**src/rtl/serial_addsub_ctrl.sv**
```systemverilog
// Bit-serial two's-complement adder/subtractor with its controller FSM, counter and datapath.
// Processes one bit per clock, LSB first, and holds the parallel result after completion.
module serial_addsub_ctrl #(
  parameter int WIDTH = 8,
  parameter int CW    = $clog2(WIDTH)
) (
  input  logic             CLK,
  input  logic             RST,
  input  logic             START,
  input  logic             SUB,
  input  logic [WIDTH-1:0] A_IN,
  input  logic [WIDTH-1:0] B_IN,
  output logic             BUSY,
  output logic             DONE,
  output logic             SER_OUT,
  output logic [WIDTH-1:0] RESULT,
  output logic             COUT,
  output logic             OVF
);

  typedef enum logic [1:0] {
    ST_IDLE  = 2'd0,
    ST_SHIFT = 2'd1,
    ST_DONE  = 2'd2
  } state_t;

  state_t           r_state;
  state_t           w_next;
  logic [CW-1:0]    r_cnt;
  logic [WIDTH-1:0] r_a;
  logic [WIDTH-1:0] r_b;
  logic [WIDTH-1:0] r_sr;
  logic             r_carry;
  logic [WIDTH-1:0] r_result;
  logic             r_cout;
  logic             r_ovf;

  logic             w_sum;
  logic             w_carry_next;
  logic             w_last;

  // Full adder on the current LSBs; r_carry is the carry into the bit being processed.
  assign w_sum        = r_a[0] ^ r_b[0] ^ r_carry;
  assign w_carry_next = (r_a[0] & r_b[0]) | (r_a[0] & r_carry) | (r_b[0] & r_carry);
  assign w_last       = (r_state == ST_SHIFT) && (r_cnt == CW'(WIDTH - 1));

  // NOTE: state registers use non-blocking assignments so every flop samples pre-edge values.
  always_ff @(posedge CLK) begin
    if (RST) r_state <= ST_IDLE;
    else     r_state <= w_next;
  end

  // NOTE: w_next gets its default before the case so no path leaves it unassigned (no latch).
  always_comb begin
    w_next = r_state;
    case (r_state)
      ST_IDLE:  if (START)  w_next = ST_SHIFT;
      ST_SHIFT: if (w_last) w_next = ST_DONE;
      ST_DONE:  if (!START) w_next = ST_IDLE;
      default:              w_next = ST_IDLE;
    endcase
  end

  always_ff @(posedge CLK) begin
    if (RST) begin
      r_cnt    <= '0;
      r_a      <= '0;
      r_b      <= '0;
      r_sr     <= '0;
      r_carry  <= 1'b0;
      r_result <= '0;
      r_cout   <= 1'b0;
      r_ovf    <= 1'b0;
    end else begin
      case (r_state)
        ST_IDLE: begin
          if (START) begin
            // Subtraction is A + ~B + 1: invert B and seed the carry with the mode bit.
            r_a     <= A_IN;
            r_b     <= SUB ? ~B_IN : B_IN;
            r_carry <= SUB;
            r_cnt   <= '0;
          end
        end
        ST_SHIFT: begin
          r_a     <= r_a >> 1;
          r_b     <= r_b >> 1;
          r_sr    <= {w_sum, r_sr[WIDTH-1:1]};
          r_carry <= w_carry_next;
          r_cnt   <= r_cnt + CW'(1);
          if (w_last) begin
            // On the final bit r_carry still holds the carry into the MSB.
            r_result <= {w_sum, r_sr[WIDTH-1:1]};
            r_cout   <= w_carry_next;
            r_ovf    <= r_carry ^ w_carry_next;
          end
        end
        default: ;
      endcase
    end
  end

  assign BUSY    = (r_state == ST_SHIFT);
  assign DONE    = (r_state == ST_DONE);
  assign SER_OUT = BUSY & w_sum;
  assign RESULT  = r_result;
  assign COUT    = r_cout;
  assign OVF     = r_ovf;

endmodule

```
**config.mk**
```make
export PLATFORM = sky130hd
export DESIGN_NAME = serial_addsub_ctrl
export DESIGN_NICKNAME = d
export VERILOG_FILES = /design/src/rtl/serial_addsub_ctrl.sv
export SDC_FILE = /design/constraint.sdc
export NUM_CORES = 1
export LEC_CHECK = 0
export BUFFER_PORTS_ARGS = -buffer_cell sky130_fd_sc_hd__buf_2
export CAP_MARGIN = 20
export CORE_UTILIZATION = 40
export DETAILED_ROUTE_END_ITERATION = 6
export HOLD_SLACK_MARGIN = 0.15
export SETUP_SLACK_MARGIN = 0.02
export SYNTH_ARGS = -nofsm -noshare
export SYNTH_HDL_FRONTEND = slang
export SYNTH_SLANG_ARGS = --single-unit
export TNS_END_PERCENT = 5
```
**constraint.sdc**
```tcl
create_clock -name CLK -period 1.5 [get_ports CLK]
set_clock_uncertainty 0.05 [all_clocks]
set_input_delay 0.3 -clock CLK [delete_from_list [all_inputs] [get_ports CLK]]
set_output_delay 0.3 -clock CLK [all_outputs]
set_load 0.1 [all_outputs]
```
==> impl_metrics.ini <==
[synthesis]
yosys-top-cells-area = dfxtp_1 44%, a21oi_1 8.2%, nand2_1 7.2%
syn_inst = 200
netlist_area_um2 = 1779
ys_types = 34
postSynthAreaPerCell_um2 = 8.896
ys_ff_latch = 39
netlist.area_leader.share = 0.4388
yosysSeqAreaShare = 0.4388
yosysTopAreaCell = dfxtp_1
synth_warnings = 0
synth_nets = 223

[floorplanning]
die_w_um = 68.70
dieArea_um2 = 4719
io_pins = 33
die_h_um = 68.70
core_um2 = 4144
rows = 23
start_util = 0.4293

[sta]
timing.hold.ws_ps = 221.9
finalWorstSetupSlack_ps = -350.2
hold_violations = 0
rsz0062_at_grt = true
relSlewSlack = 0.6779
tightestPinTransition_ps = 486.6
period_share = 1.233
period_needed_ps = 1850
finalSetupViolations = 2
fmax_mhz = 540.5
report.final.slew_viol_count = 0

[cells_and_area]
area_growth_pct = 25.74
fill_cells = 401
n_antenna_cell = 0
final_cell_mix = 36 x dfxtp_1, 33 x nand2_1, 29 x a21oi_1, 29 x buf_2, 14 x nor2_1
mostFrequentLayoutCell = dfxtp_1
final_cell_area_um2 = 2237
nets = 263
drive_above_1_share = 0.3320

[place]
placed_cell_area_um2 = 2110
numPortBuffers = 32
routabilityCongestion = 0.7479
dp_hpwl_um = 2467

[drt]
drc = 0
post_drt_wl_per_cell_um = 12.09
drt_iter0_drc = 68
first_pass_iters = 4
num_vias = 1461
vias_per_cell = 5.021
ant_nets = 0
totalWireLength_um = 3517

[cts]
clock_latency_ps = 280
cts_root_buffer = clkbuf_8
clockBufferDepth = 2
clkSlewWorstSetupHoldPaths_ps = 80
cts_hold_buf = 0
cts_max_level = 2
clock_sink_count = 39
cts_tree = done
numCtsBuffers = 5

[worst_setup_path]
rrSetupSlack_ps = 90
crit_arrival_ps = 1500
cp-end-kind = output pin
setup.worst_path.class = reg2out
start_kind = register
cpMaxStageDelayCell = fa_1
cpPeakStageDelay_ps = 560
critPathMaxFanout = 2
path_cells = fa_1 > nand2_2 > clkinvlp_4 > buf_12
crit_required_ps = 1150

[global_routing]
grt_start_max_net_pins = 32
globalRouteTotalUtil = 0.1727
antenna_found_initial = 0
grt_pass1_wl_um = 6044
gr-total-overflow = 0
grt_pass1_vias = 1378

[power]
leakage_nw = 0.9009
p_per_area_nw_per_um2 = 1051
ir_worst_vdd_uv = 595.5

[flow_run]
drv_cap = 0

[status]
outcome = complete, but fails checks
violations = negative setup slack

[worst_hold_path]
holdCritPathClass = in2reg
## power by group
part           internal (W)  switching [W]
clock network      0.000538       0.000357
registers           0.00108      0.0000283
logic              0.000161       0.000185
total               0.00178       0.000570
## cell families (layout without fill, tap and decap cells)
| family | after synthesis | in the layout | synth area share |
|---|---|---|---|
| DFF | 39 | 39 | 0.4388 |
| muxes | 1 | 1 | 0.006329 |
| xor gates and xnor gates | 9 | 9 | 0.04431 |
| and+or+nand+nor | 67 | 67 | 0.1772 |
| AOI/OAI and AO/OA | 59 | 59 | 0.2426 |
| buffers and inverters | 22 | 63 | 0.06540 |
| adders and majority gates | 3 | 3 | 0.02531 |
## stage by stage
| stage | total power, W | worst slack (ps) | cells | TNS [ps] | util |
|---|---|---|---|---|---|
| 2_1_floorplan | 0.001370 | -221.2 | 200 | -221.2 | - |
| 3_3_place_gp | 0.001477 | -65.93 | 283 | -65.93 | 0.5091 |
| 3_5_place_dp | 0.001479 | -97.84 | 283 | -97.84 | 0.5091 |
| 4_1_cts | 0.002375 | -372.7 | 291 | -454.1 | 0.5399 |
| 5_1_grt | 0.002472 | -426.6 | 291 | -612.4 | 0.5399 |
| 6_report | 0.002352 | -350.2 | 291 | -433.1 | 0.5399 |
## state kept, by name (all words and copies together), names as in the netlist
signal / count
RESULT: 8
COUT: 1
r_sr: 7
r_state: 2
OVF: 1
r_cnt: 3
r_carry: 1
r_b: 8
r_a: 8
## final timing paths
path                     startpoint                 endpoint  cells past startpoint
max            r_carry$_SDFFE_PP0P_                  SER_OUT                      4
min                         B_IN[6]      r_b[6]$_SDFFE_PP0P_                      3
max reg2reg   r_cnt[0]$_SDFFE_PP0P_  r_state[1]$_SDFFE_PP0P_                      6
min reg2reg  RESULT[0]$_SDFFE_PP0P_   RESULT[0]$_SDFFE_PP0P_                      2
## synth_stat cells
cell type   n
buf_4       3
dfxtp_1    39
nor2b_1     1
a21o_1      1
buf_6       2
o221a_2     5
fa_1        1
ha_1        2
nor3_2      1
nand3b_2    1
xnor2_1     8
a22oi_1     9
a221oi_1    1
xor2_1      1
o21ba_2     1
o22ai_2     7
buf_2       6
inv_1       6
clkbuf_1    3
o21ai_0     1
and3b_1     1
nand3b_1    1
nand2b_1    7
nor3_1      3
mux2_2      1
a2bb2oi_1   2
or3_1       1
a21oi_1    29
or3b_1      3
nor2_1     14
o21bai_2    1
inv_2       2
nand2_1    34
a211oi_1    2
## metal layers
metal  global-route usage  routed length [um]  vias up  share of wire
met5                    0                   0        -              0
met4              0.05357                  25        0         0.0071
met3              0.03947                 108        4          0.031
met2               0.2819                1584       24           0.45
met1               0.2254                1798      660           0.51
li1                     -                   -      773              -
## cell type report
class / instances / area, um^2 / share of cell area
clock inverters: 2 / 35.03 / 0.01566
multi-input cells: 139 / 892.1 / 0.3988
inverters: 8 / 33.78 / 0.01510
clock buffers: 6 / 82.58 / 0.03691
well taps: 50 / 62.56 / 0.02796
flip-flops and latches: 39 / 784.5 / 0.3507
repair buffers: 47 / 346.6 / 0.1549
## critical path: cells and delay by family, from the launching register on
kind	cells	cell delay, ps
flip-flops	1	330
adder cells (fa/ha/maj)	1	560
buffers and inverters	2	240
AND/OR/NAND/NOR	1	80
## timing repair
item                                    in CTS  in global routing
resized for setup                            5                  0
cloned                                       0                  0
setup buffers                                0                  0
endpoints found under the setup margin       3                  3
pin swaps                                    1                  0
hold endpoints to repair                     0                  0
Power figures use the tool's default switching activity.
